<file path="src/rtl/wb_decoder_pkg.sv">
// rtl/wb_decoder_pkg.sv - shared types and constants for the Wishbone address decoder
//
// Contents:
//   state_e   : decoder FSM states (IDLE, ACTIVE, RESP)
//   ERR_DATA  : read data returned on unmapped accesses and timeouts
//   ERR_CNT_W : width of the saturating error counter
package wb_decoder_pkg;

    typedef enum logic [1:0] {
        ST_IDLE   = 2'd0,
        ST_ACTIVE = 2'd1,
        ST_RESP   = 2'd2
    } state_e;

    localparam logic [31:0] ERR_DATA  = 32'hDEAD_BEEF;
    localparam int          ERR_CNT_W = 16;

endpackage

</file>
<file path="src/rtl/wb_timeout_cnt.sv">
// rtl/wb_timeout_cnt.sv - wait-cycle counter that flags a peripheral ack timeout
//
// Ports:
//   clk, rst : clock and synchronous active-high reset
//   clear    : zero the counter (held while the decoder is not waiting)
//   enable   : count one wait cycle per clock
//   expired  : high during the TIMEOUT-th enabled cycle
module wb_timeout_cnt
    import wb_decoder_pkg::*;
#(
    parameter int TIMEOUT = 255
) (
    input  logic clk,
    input  logic rst,
    input  logic clear,
    input  logic enable,
    output logic expired
);

    // The count holds the number of completed wait cycles, so the
    // TIMEOUT-th wait cycle is the one where it reads TIMEOUT-1.
    localparam logic [15:0] LAST = 16'(TIMEOUT - 1);

    logic [15:0] cnt_q;
    logic [15:0] cnt_d;

    always_comb begin
        cnt_d = cnt_q;
        if (clear) begin
            cnt_d = '0;
        end else if (enable && (cnt_q != LAST)) begin
            cnt_d = cnt_q + 16'd1;
        end
    end

    always_ff @(posedge clk) begin
        if (rst) begin
            cnt_q <= '0;
        end else begin
            cnt_q <= cnt_d;
        end
    end

    assign expired = enable && (cnt_q == LAST);

endmodule

</file>
<file path="src/rtl/wb_decoder.sv">
// rtl/wb_decoder.sv - one-master to NUM_PERIPH-slave Wishbone address decoder
//
// Ports:
//   io_wbs_clk, io_wbs_rst  : clock and synchronous active-high reset
//   io_wbs_adr/datwr/sel/we/stb/cyc : master request
//   io_wbs_datrd/ack/err    : master response (err qualifies ack)
//   io_wbs_*_p              : flattened peripheral ports, port p at slice p
//   err_count               : saturating count of error responses
module wb_decoder
    import wb_decoder_pkg::*;
#(
    parameter int NUM_PERIPH = 4,
    parameter int SEL_LSB    = 24,
    parameter int TIMEOUT    = 255
) (
    input  logic                      io_wbs_clk,
    input  logic                      io_wbs_rst,
    input  logic [31:0]               io_wbs_adr,
    input  logic [31:0]               io_wbs_datwr,
    input  logic [3:0]                io_wbs_sel,
    input  logic                      io_wbs_we,
    input  logic                      io_wbs_stb,
    input  logic                      io_wbs_cyc,
    output logic [31:0]               io_wbs_datrd,
    output logic                      io_wbs_ack,
    output logic                      io_wbs_err,
    output logic [NUM_PERIPH*32-1:0]  io_wbs_adr_p,
    output logic [NUM_PERIPH*32-1:0]  io_wbs_datwr_p,
    output logic [NUM_PERIPH*4-1:0]   io_wbs_sel_p,
    output logic [NUM_PERIPH-1:0]     io_wbs_we_p,
    output logic [NUM_PERIPH-1:0]     io_wbs_stb_p,
    output logic [NUM_PERIPH-1:0]     io_wbs_cyc_p,
    input  logic [NUM_PERIPH*32-1:0]  io_wbs_datrd_p,
    input  logic [NUM_PERIPH-1:0]     io_wbs_ack_p,
    output logic [ERR_CNT_W-1:0]      err_count
);

    localparam int              SELW = $clog2(NUM_PERIPH);
    localparam logic [SELW:0]   NP   = (SELW + 1)'(NUM_PERIPH);

    state_e                 state_q, state_d;
    logic [31:0]            adr_q, adr_d;
    logic [31:0]            datwr_q, datwr_d;
    logic [3:0]             sel_q, sel_d;
    logic                   we_q, we_d;
    logic [SELW-1:0]        idx_q, idx_d;
    logic [NUM_PERIPH-1:0]  req_q, req_d;
    logic [31:0]            datrd_q, datrd_d;
    logic                   ack_q, ack_d;
    logic                   err_q, err_d;
    logic [ERR_CNT_W-1:0]   err_count_q, err_count_d;

    logic [SELW-1:0]        req_idx;
    logic                   req_mapped;
    logic [NUM_PERIPH-1:0]  req_onehot;
    logic                   sel_ack;
    logic [31:0]            sel_dat;
    logic                   tmo_expired;
    logic [ERR_CNT_W-1:0]   err_count_inc;

    assign req_idx       = io_wbs_adr[SEL_LSB +: SELW];
    assign req_mapped    = ({1'b0, req_idx} < NP);
    assign err_count_inc = (err_count_q == '1) ? err_count_q
                                               : err_count_q + ERR_CNT_W'(1);

    // Only the latched target port's ack/data are looked at; acks from
    // any other port are dropped here.
    always_comb begin
        sel_ack    = 1'b0;
        sel_dat    = '0;
        req_onehot = '0;
        for (int p = 0; p < NUM_PERIPH; p++) begin
            if (idx_q == SELW'(p)) begin
                sel_ack = io_wbs_ack_p[p];
                sel_dat = io_wbs_datrd_p[p*32 +: 32];
            end
            if (req_idx == SELW'(p)) begin
                req_onehot[p] = 1'b1;
            end
        end
    end

    wb_timeout_cnt #(
        .TIMEOUT (TIMEOUT)
    ) u_timeout (
        .clk     (io_wbs_clk),
        .rst     (io_wbs_rst),
        .clear   (state_q != ST_ACTIVE),
        .enable  (state_q == ST_ACTIVE),
        .expired (tmo_expired)
    );

    always_comb begin
        state_d     = state_q;
        adr_d       = adr_q;
        datwr_d     = datwr_q;
        sel_d       = sel_q;
        we_d        = we_q;
        idx_d       = idx_q;
        req_d       = req_q;
        datrd_d     = datrd_q;
        ack_d       = 1'b0;
        err_d       = 1'b0;
        err_count_d = err_count_q;
        case (state_q)
            ST_IDLE: begin
                if (io_wbs_cyc && io_wbs_stb) begin
                    adr_d   = io_wbs_adr;
                    datwr_d = io_wbs_datwr;
                    sel_d   = io_wbs_sel;
                    we_d    = io_wbs_we;
                    idx_d   = req_idx;
                    if (req_mapped) begin
                        state_d = ST_ACTIVE;
                        req_d   = req_onehot;
                    end else begin
                        state_d     = ST_RESP;
                        datrd_d     = ERR_DATA;
                        ack_d       = 1'b1;
                        err_d       = 1'b1;
                        err_count_d = err_count_inc;
                    end
                end
            end
            ST_ACTIVE: begin
                // Abort outranks ack and timeout: the master no longer
                // wants a response. Ack outranks a same-cycle timeout.
                if (!io_wbs_cyc) begin
                    state_d = ST_IDLE;
                    req_d   = '0;
                end else if (sel_ack) begin
                    state_d = ST_RESP;
                    req_d   = '0;
                    datrd_d = sel_dat;
                    ack_d   = 1'b1;
                end else if (tmo_expired) begin
                    state_d     = ST_RESP;
                    req_d       = '0;
                    datrd_d     = ERR_DATA;
                    ack_d       = 1'b1;
                    err_d       = 1'b1;
                    err_count_d = err_count_inc;
                end
            end
            ST_RESP: begin
                state_d = ST_IDLE;
            end
            default: begin
                state_d = ST_IDLE;
            end
        endcase
    end

    always_ff @(posedge io_wbs_clk) begin
        if (io_wbs_rst) begin
            state_q     <= ST_IDLE;
            adr_q       <= '0;
            datwr_q     <= '0;
            sel_q       <= '0;
            we_q        <= 1'b0;
            idx_q       <= '0;
            req_q       <= '0;
            datrd_q     <= '0;
            ack_q       <= 1'b0;
            err_q       <= 1'b0;
            err_count_q <= '0;
        end else begin
            state_q     <= state_d;
            adr_q       <= adr_d;
            datwr_q     <= datwr_d;
            sel_q       <= sel_d;
            we_q        <= we_d;
            idx_q       <= idx_d;
            req_q       <= req_d;
            datrd_q     <= datrd_d;
            ack_q       <= ack_d;
            err_q       <= err_d;
            err_count_q <= err_count_d;
        end
    end

    // Latched request fields go to every slice; only the selected port
    // sees stb/cyc, so the others ignore them.
    assign io_wbs_adr_p   = {NUM_PERIPH{adr_q}};
    assign io_wbs_datwr_p = {NUM_PERIPH{datwr_q}};
    assign io_wbs_sel_p   = {NUM_PERIPH{sel_q}};
    assign io_wbs_we_p    = {NUM_PERIPH{we_q}};
    assign io_wbs_stb_p   = req_q;
    assign io_wbs_cyc_p   = req_q;
    assign io_wbs_datrd   = datrd_q;
    assign io_wbs_ack     = ack_q;
    assign io_wbs_err     = err_q;
    assign err_count      = err_count_q;

endmodule

</file>
<file path="config.mk">
export PLATFORM = sky130hd
export DESIGN_NAME = wb_decoder
export DESIGN_NICKNAME = d
export VERILOG_FILES = /design/src/rtl/wb_decoder_pkg.sv /design/src/rtl/wb_timeout_cnt.sv /design/src/rtl/wb_decoder.sv
export SDC_FILE = /design/constraint.sdc
export NUM_CORES = 1
export LEC_CHECK = 0
export BUFFER_PORTS_ARGS = -buffer_cell sky130_fd_sc_hd__buf_2
export CAP_MARGIN = 10
export CORE_AREA = 3 3 210 212
export DETAILED_ROUTE_END_ITERATION = 8
export DIE_AREA = 0 0 213 215
export PLACE_DENSITY = 0.54
export SLEW_MARGIN = 20
export SYNTH_ARGS = -nofsm -noshare
export SYNTH_HDL_FRONTEND = slang
export SYNTH_SLANG_ARGS = --single-unit
</file>
<file path="constraint.sdc">
create_clock -name io_wbs_clk -period 2.8 [get_ports io_wbs_clk]
set_input_delay 0.56 -clock io_wbs_clk [delete_from_list [all_inputs] [get_ports io_wbs_clk]]
set_output_delay 0.56 -clock io_wbs_clk [all_outputs]
set_load 0.1 [all_outputs]
</file>
==> run metrics, run 1 <==
clk buf depth 2; max_cap viols 0; Yosys warnings 0; DRC Markers 0; min Tclk post-route 2.46 ns; core footprint 0.0421 mm^2; Yosys cell types 45; CP Capture Type output port; Routed Antenna Nets 0; HPWL Detailed 21.9 mm; PD cells 659 mW/mm^2; max-slew violations 0; Max Fanout on Critical Path 37; Leakage 0.00488 uW; Clock Pin Slew Worst Setup and Hold Paths 0.06 ns; Startpoint Class flop; worst r2r dst err_count[15]; Top-Level Pins 539; number of buffers added on ports 538; asr flop ratio synth 0; Synthesized Nets 1126; sequential-to-total area share from yosys stat 0.365; via density per instance 4.06; Hold Buf Count CTS 0; Yosys reg bits 141; maximum vdd ir drop 368 uV; HP Class primary input to flop; wire per inst 15.1 um; Place WS 0.0923 ns; CP peak stage delay 0.54 ns; fmax 0.406 GHz; Placement Rows 75; Final Hold Vio Count 0; postcts setup bufs 0; GP Congestion 0.808; WHS Endpoint adr_q[3]; Worst Tran Pin Value 0.645 ns; critical path class flop to output port; vias 7229; largest net degree at the start of global routing 57; hold wc startpoint io_wbs_adr[3]; vias in the first global route 6592; cts repair resizes 0; Clock Skew 0.00711 ns; RSZ-0062 raised after global routing false; final period utilization 0.879; Avg Cell Area, Syn 8.43 um^2; reg2reg start adr_q[24]; area delta synth->final 30.0%; Worst R2R Path Depth 5; commonest non-fill, non-tap cells in the layout 537 x buf_2, 158 x nand2_1, 139 x dfxtp_1, 91 x a21oi_1, 73 x nor2_1; R2R setup slack 0.42 ns; wire length of the first global-routing pass 38.6 mm; WP data required 2.24 ns; routed wire length 26.9 mm; drt initial violations 312; clk sink count 141; hold depth 3; total track usage 0.112; Non-Filler Instances 1779; # nets final 1434; antenna violations before repair 5; die width 213 um; clock root buffer clkbuf_16; post-synthesis cell area 0.00773 mm^2; dpl cells 1746; Worst-Skew Late Latency 0.46 ns; Die ar. 0.0458 mm^2; chip height 215 um; Setup WS post-layout 0.340 ns; Max-Slew Margin vs Limit 0.570; share of cells above drive strength 1 0.507; Final Setup Violations 0; overflow left after global routing 0; status complete, no violations; final setup TNS 0 ns; fin util 0.239; commonest non-fill, non-tap cell in the layout buf_2; instance count of the mapped netlist 918; Post-synth EDFFs 0; dominant synthesized flop cell dfxtp_1; H-tree depth 4; CP Cell Sequence buf_4, buf_2; CP arrival 1.90 ns; CTS tree built; Initial DRT Pass Iterations 5; Initial Util 0.184; Num CTS Buffers 17; Crit-path slowest cell buf_2
critical path: cells and delay by family, from the launching register on:
family   cells  cell delay [ns]
flops        1             0.35
buf+inv      2             1.07
power by group:
group / total [uW] / internal, uW / switching (uW)
Combinational: 2110 / 352 / 1750
Sequential: 2140 / 2070 / 73.1
Clock: 2380 / 1410 / 963
through the flow:
step / hold WS, ns / area (um^2) / power (uW)
3_3_place_gp: 0.456 / 9440 / 4300
5_1_grt: 0.294 / 10100 / 6900
3_5_place_dp: 0.462 / 9440 / 4310
2_1_floorplan: 0.448 / 7740 / 4070
6_report: 0.326 / 10100 / 6620
4_1_cts: 0.264 / 10100 / 6750
layout make-up:
| cell class | count | area, um^2 |
|---|---|---|
| Timing Repair Buffer | 551 | 2810 |
| Fill cell | 4649 | 32100 |
| Sequential cell | 141 | 2830 |
| Antenna cell | 1 | 2.50 |
| Multi-Input combinational cell | 509 | 3110 |
| Tap cell | 539 | 674 |
| Clock inverter | 11 | 131 |
| Clock buffer | 21 | 482 |
| Inverter | 6 | 22.5 |
registers in the layout (all words and copies together), names as in the netlist:
| register | flops |
|---|---|
| adr_q | 32 |
| datwr_q | 32 |
| err_count | 16 |
| io_wbs_ack | 1 |
| io_wbs_cyc_p | 4 |
| io_wbs_datrd | 32 |
| io_wbs_err | 1 |
| sel_q | 4 |
| state_q | 2 |
| u_timeout.cnt_q | 16 |
| we_q | 1 |
layer usage:
layer / up-vias / track usage / share of wire
met2: 377 / 0.199 / 0.50
met4: 2 / 0.0446 / 0.023
met1: 3326 / 0.122 / 0.39
met3: 32 / 0.0386 / 0.086
li1: 3492 / - / -
met5: - / 0 / 0.00041
synthesized netlist by cell type, types with 5 or more instances:
cell type	n	area share
a21oi_1	91	0.059
buf_1	7	0.0034
buf_4	212	0.21
clkbuf_1	40	0.019
dfxtp_1	141	0.36
inv_1	6	0.0029
mux4_2	33	0.096
nand2_1	158	0.077
nand2b_1	9	0.0073
nand3_1	21	0.014
nand4_1	5	0.0040
nor2_1	73	0.035
nor2b_1	9	0.0073
nor3_1	31	0.020
nor4_1	8	0.0065
o21ai_0	9	0.0058
or3_1	9	0.0073
or4_1	5	0.0049
xnor2_1	13	0.015
worst max path at each step:
stage | start | endpoint | slack (ns) | depth (start not counted)
detailed placement | io_wbs_ack_p[3] | err_count[15] | 0.09 | 6
global route | adr_q[24] | io_wbs_adr_p[120] | 0.19 | 2
finish | adr_q[24] | io_wbs_adr_p[120] | 0.34 | 2
CTS | adr_q[24] | io_wbs_adr_p[120] | 0.26 | 2
global placement | io_wbs_ack_p[3] | err_count[15] | 0.12 | 6
floorplan | adr_q[25] | err_count[15] | 0.05 | 7
kinds of logic after synthesis:
| group | count (synthesis) | synth area share |
|---|---|---|
| buf+inv | 268 | 0.235 |
| fa+ha+maj | 3 | 0.00485 |
| compound gates | 111 | 0.0747 |
| simple gates | 346 | 0.206 |
| mux | 35 | 0.0988 |
| flops | 141 | 0.365 |
| xor+xnor | 14 | 0.0159 |
Note: power is estimated with default switching activity, not from simulation.
==> run 2: changes to the inputs <==
- CORE_AREA: 3 3 210 212 -> 3 3 208 210
- DIE_AREA: 0 0 213 215 -> 0 0 211 213
- PLACE_DENSITY: 0.54 -> 0.56
- clock period: 2.8 -> 2.14 ns (I/O delays scaled with it)
==> run 2 against run 1 <==
Compared with the run above: register-to-register slack lost 0.54 ns; power grew 26%; clock skew is essentially flat; clock power grew 17%; clock-buffer cell count grew 1; highest routed layer is now met4; global-route usage shrank 0.092 points; worst setup slack lost 0.46 ns; hold slack lost 0.11 ns; critical endpoint is now err_count[12]; utilization grew 0.80 points; cell area grew 2.4%; non-clock buffer count grew 16; the run now ends with setup timing left; combinational power grew 32%.
==> run metrics, run 2 (same netlist as run 1, synthesis figures left out) <==
antenna violations before repair 3; Clock Pin Slew Worst Setup and Hold Paths 0.07 ns; fmax 0.442 GHz; top cell family by delay on the critical path simple AND/OR/NAND/NOR gates; share of cells above drive strength 1 0.523; metal2 WL 13.8 mm; core footprint 0.0418 mm^2; HP Class primary input to flop; total power 8370 uW; max_cap viols 0; drt initial violations 278; vias 7345; Crit-path slowest cell or4_4; wire per inst 15.1 um; met3 WL post-DR 2.03 mm; Worst Tran Pin Value 0.738 ns; clk buf depth 2; Final Instance Area 0.0103 mm^2; clock root buffer clkbuf_16; via density per instance 4.09; maximum vdd ir drop 405 uV; area delta synth->final 33.2%; ANT cells 0; Final Hold Vio Count 0; Max-Slew Margin vs Limit 0.508; Bufs and invs on worst path 1; number of buffers added on ports 538; commonest non-fill, non-tap cells in the layout 529 x buf_2, 158 x nand2_1, 133 x dfxtp_1, 88 x a21oi_1, 73 x nor2_1; WL met1 10.6 mm; P_int 4760 uW; Initial DRT Pass Iterations 4; Clock power frac 0.333; overflow left after global routing 0; critical path class flop to flop; CP Capture Type flop; Num CTS Buffers 17; largest net degree at the start of global routing 73; worst hold margin 0.214 ns; CTS tree built; routed wire length 27.0 mm; switching power total 3610 uW; HPWL Detailed 21.4 mm; WP data required 2.44 ns; max-slew violations 0; Switching Fraction 0.431; Startpoint Class flop; Die ar. 0.0449 mm^2; PD cells 813 mW/mm^2; wire length of the first global-routing pass 37.9 mm; placed cell areas 0.00968 mm^2; status complete, but fails checks; commonest non-fill, non-tap cell in the layout buf_2; Final Setup Violations 12; CP Cell Sequence mux4_2, nand4b_4, or4_4, buf_4, o21ai_1, a21oi_2; GP Congestion 0.812; DRC Markers 0; Top-Level Pins 539; Placement Rows 75; R2R setup slack -0.12 ns; Initial Util 0.185; Place WS -0.289 ns; fin util 0.247; clk sink count 141; H-tree depth 4; failing checks setup timing; CP peak stage delay 0.58 ns; Combinational Power Share 0.332; die width 211 um; final period utilization 1.06; Leakage 0.00500 uW; DR top layer met4; Setup WS post-layout -0.121 ns; chip height 213 um; CP arrival 2.56 ns; sequential power share 0.335; Worst-Skew Late Latency 0.44 ns; RSZ-0062 raised after global routing true; Max Fanout on Critical Path 5; Clock Skew 0.00740 ns; total track usage 0.111; Routed Antenna Nets 0; min Tclk post-route 2.26 ns; # nets final 1452; vias in the first global route 6661
==> run 2: cell types whose count changed in the layout (fill, tap and decap cells not counted), sizes merged <==
cell / delta
buf: +16
bufinv: -2
clkbuf: +1
clkinv: +6
clkinvlp: -4
diode: -1
inv: -2
or4: +2
==> run 2: power by group through the flow <==
stage,sequential (uW),clock (uW),combinational (uW)
2_1_floorplan,3390,0,1940
3_3_place_gp,2850,0,2790
3_5_place_dp,2860,0,2790
4_1_cts,2800,2930,2800
5_1_grt,2810,3010,2880
6_report,2800,2790,2780
==> run 2: timing repair <==
| action | 4_1_cts | 5_1_grt |
|---|---|---|
| setup endpoints to repair | 20 | 17 |
| hold buffers | 0 | 0 |
| endpoints found under the hold margin | 0 | 0 |
| setup buffers | 1 | 0 |
| resized for setup | 10 | 9 |
| cloned | 1 | 1 |
| pin swaps | 0 | 2 |
==> run 2: worst min-delay path, cell delays in order <==
cell and delay [ns]:
buf_2 0.09, nand2_1 0.04, a21oi_1 0.05
==> run 2: cell type report <==
type	instances	area (um^2)
Clock inverter	9	65.1
Fill cell	4568	31500
Multi-Input combinational cell	511	3180
Timing Repair Buffer	567	3050
Clock buffer	22	475
Tap cell	539	674
Sequential cell	141	2840
Inverter	6	22.5
==> run 2: metrics by stage <==
| step | cells | TNS (ns) |
|---|---|---|
| 3_5_place_dp | 1761 | -2.88 |
| 4_1_cts | 1794 | -1.01 |
| 3_3_place_gp | 1761 | -2.42 |
| 2_1_floorplan | 918 | -4.74 |
| 6_report | 1795 | -0.993 |
| 5_1_grt | 1795 | -2.23 |
==> run 2: metal layers <==
| layer | up-vias | GRT usage |
|---|---|---|
| li1 | 3531 | - |
| met1 | 3402 | 0.125 |
| met2 | 380 | 0.199 |
| met3 | 32 | 0.0301 |
| met4 | 0 | 0.0480 |
| met5 | - | 0 |
==> run 2: final timing paths <==
kind                            depth (start not counted)                to        startpoint
worst max-delay path                                    6     err_count[12]         adr_q[24]
worst min-delay path                                    3         adr_q[20]    io_wbs_adr[20]
worst max register to register                          6     err_count[12]         adr_q[24]
worst min register to register                          2  io_wbs_datrd[14]  io_wbs_datrd[14]
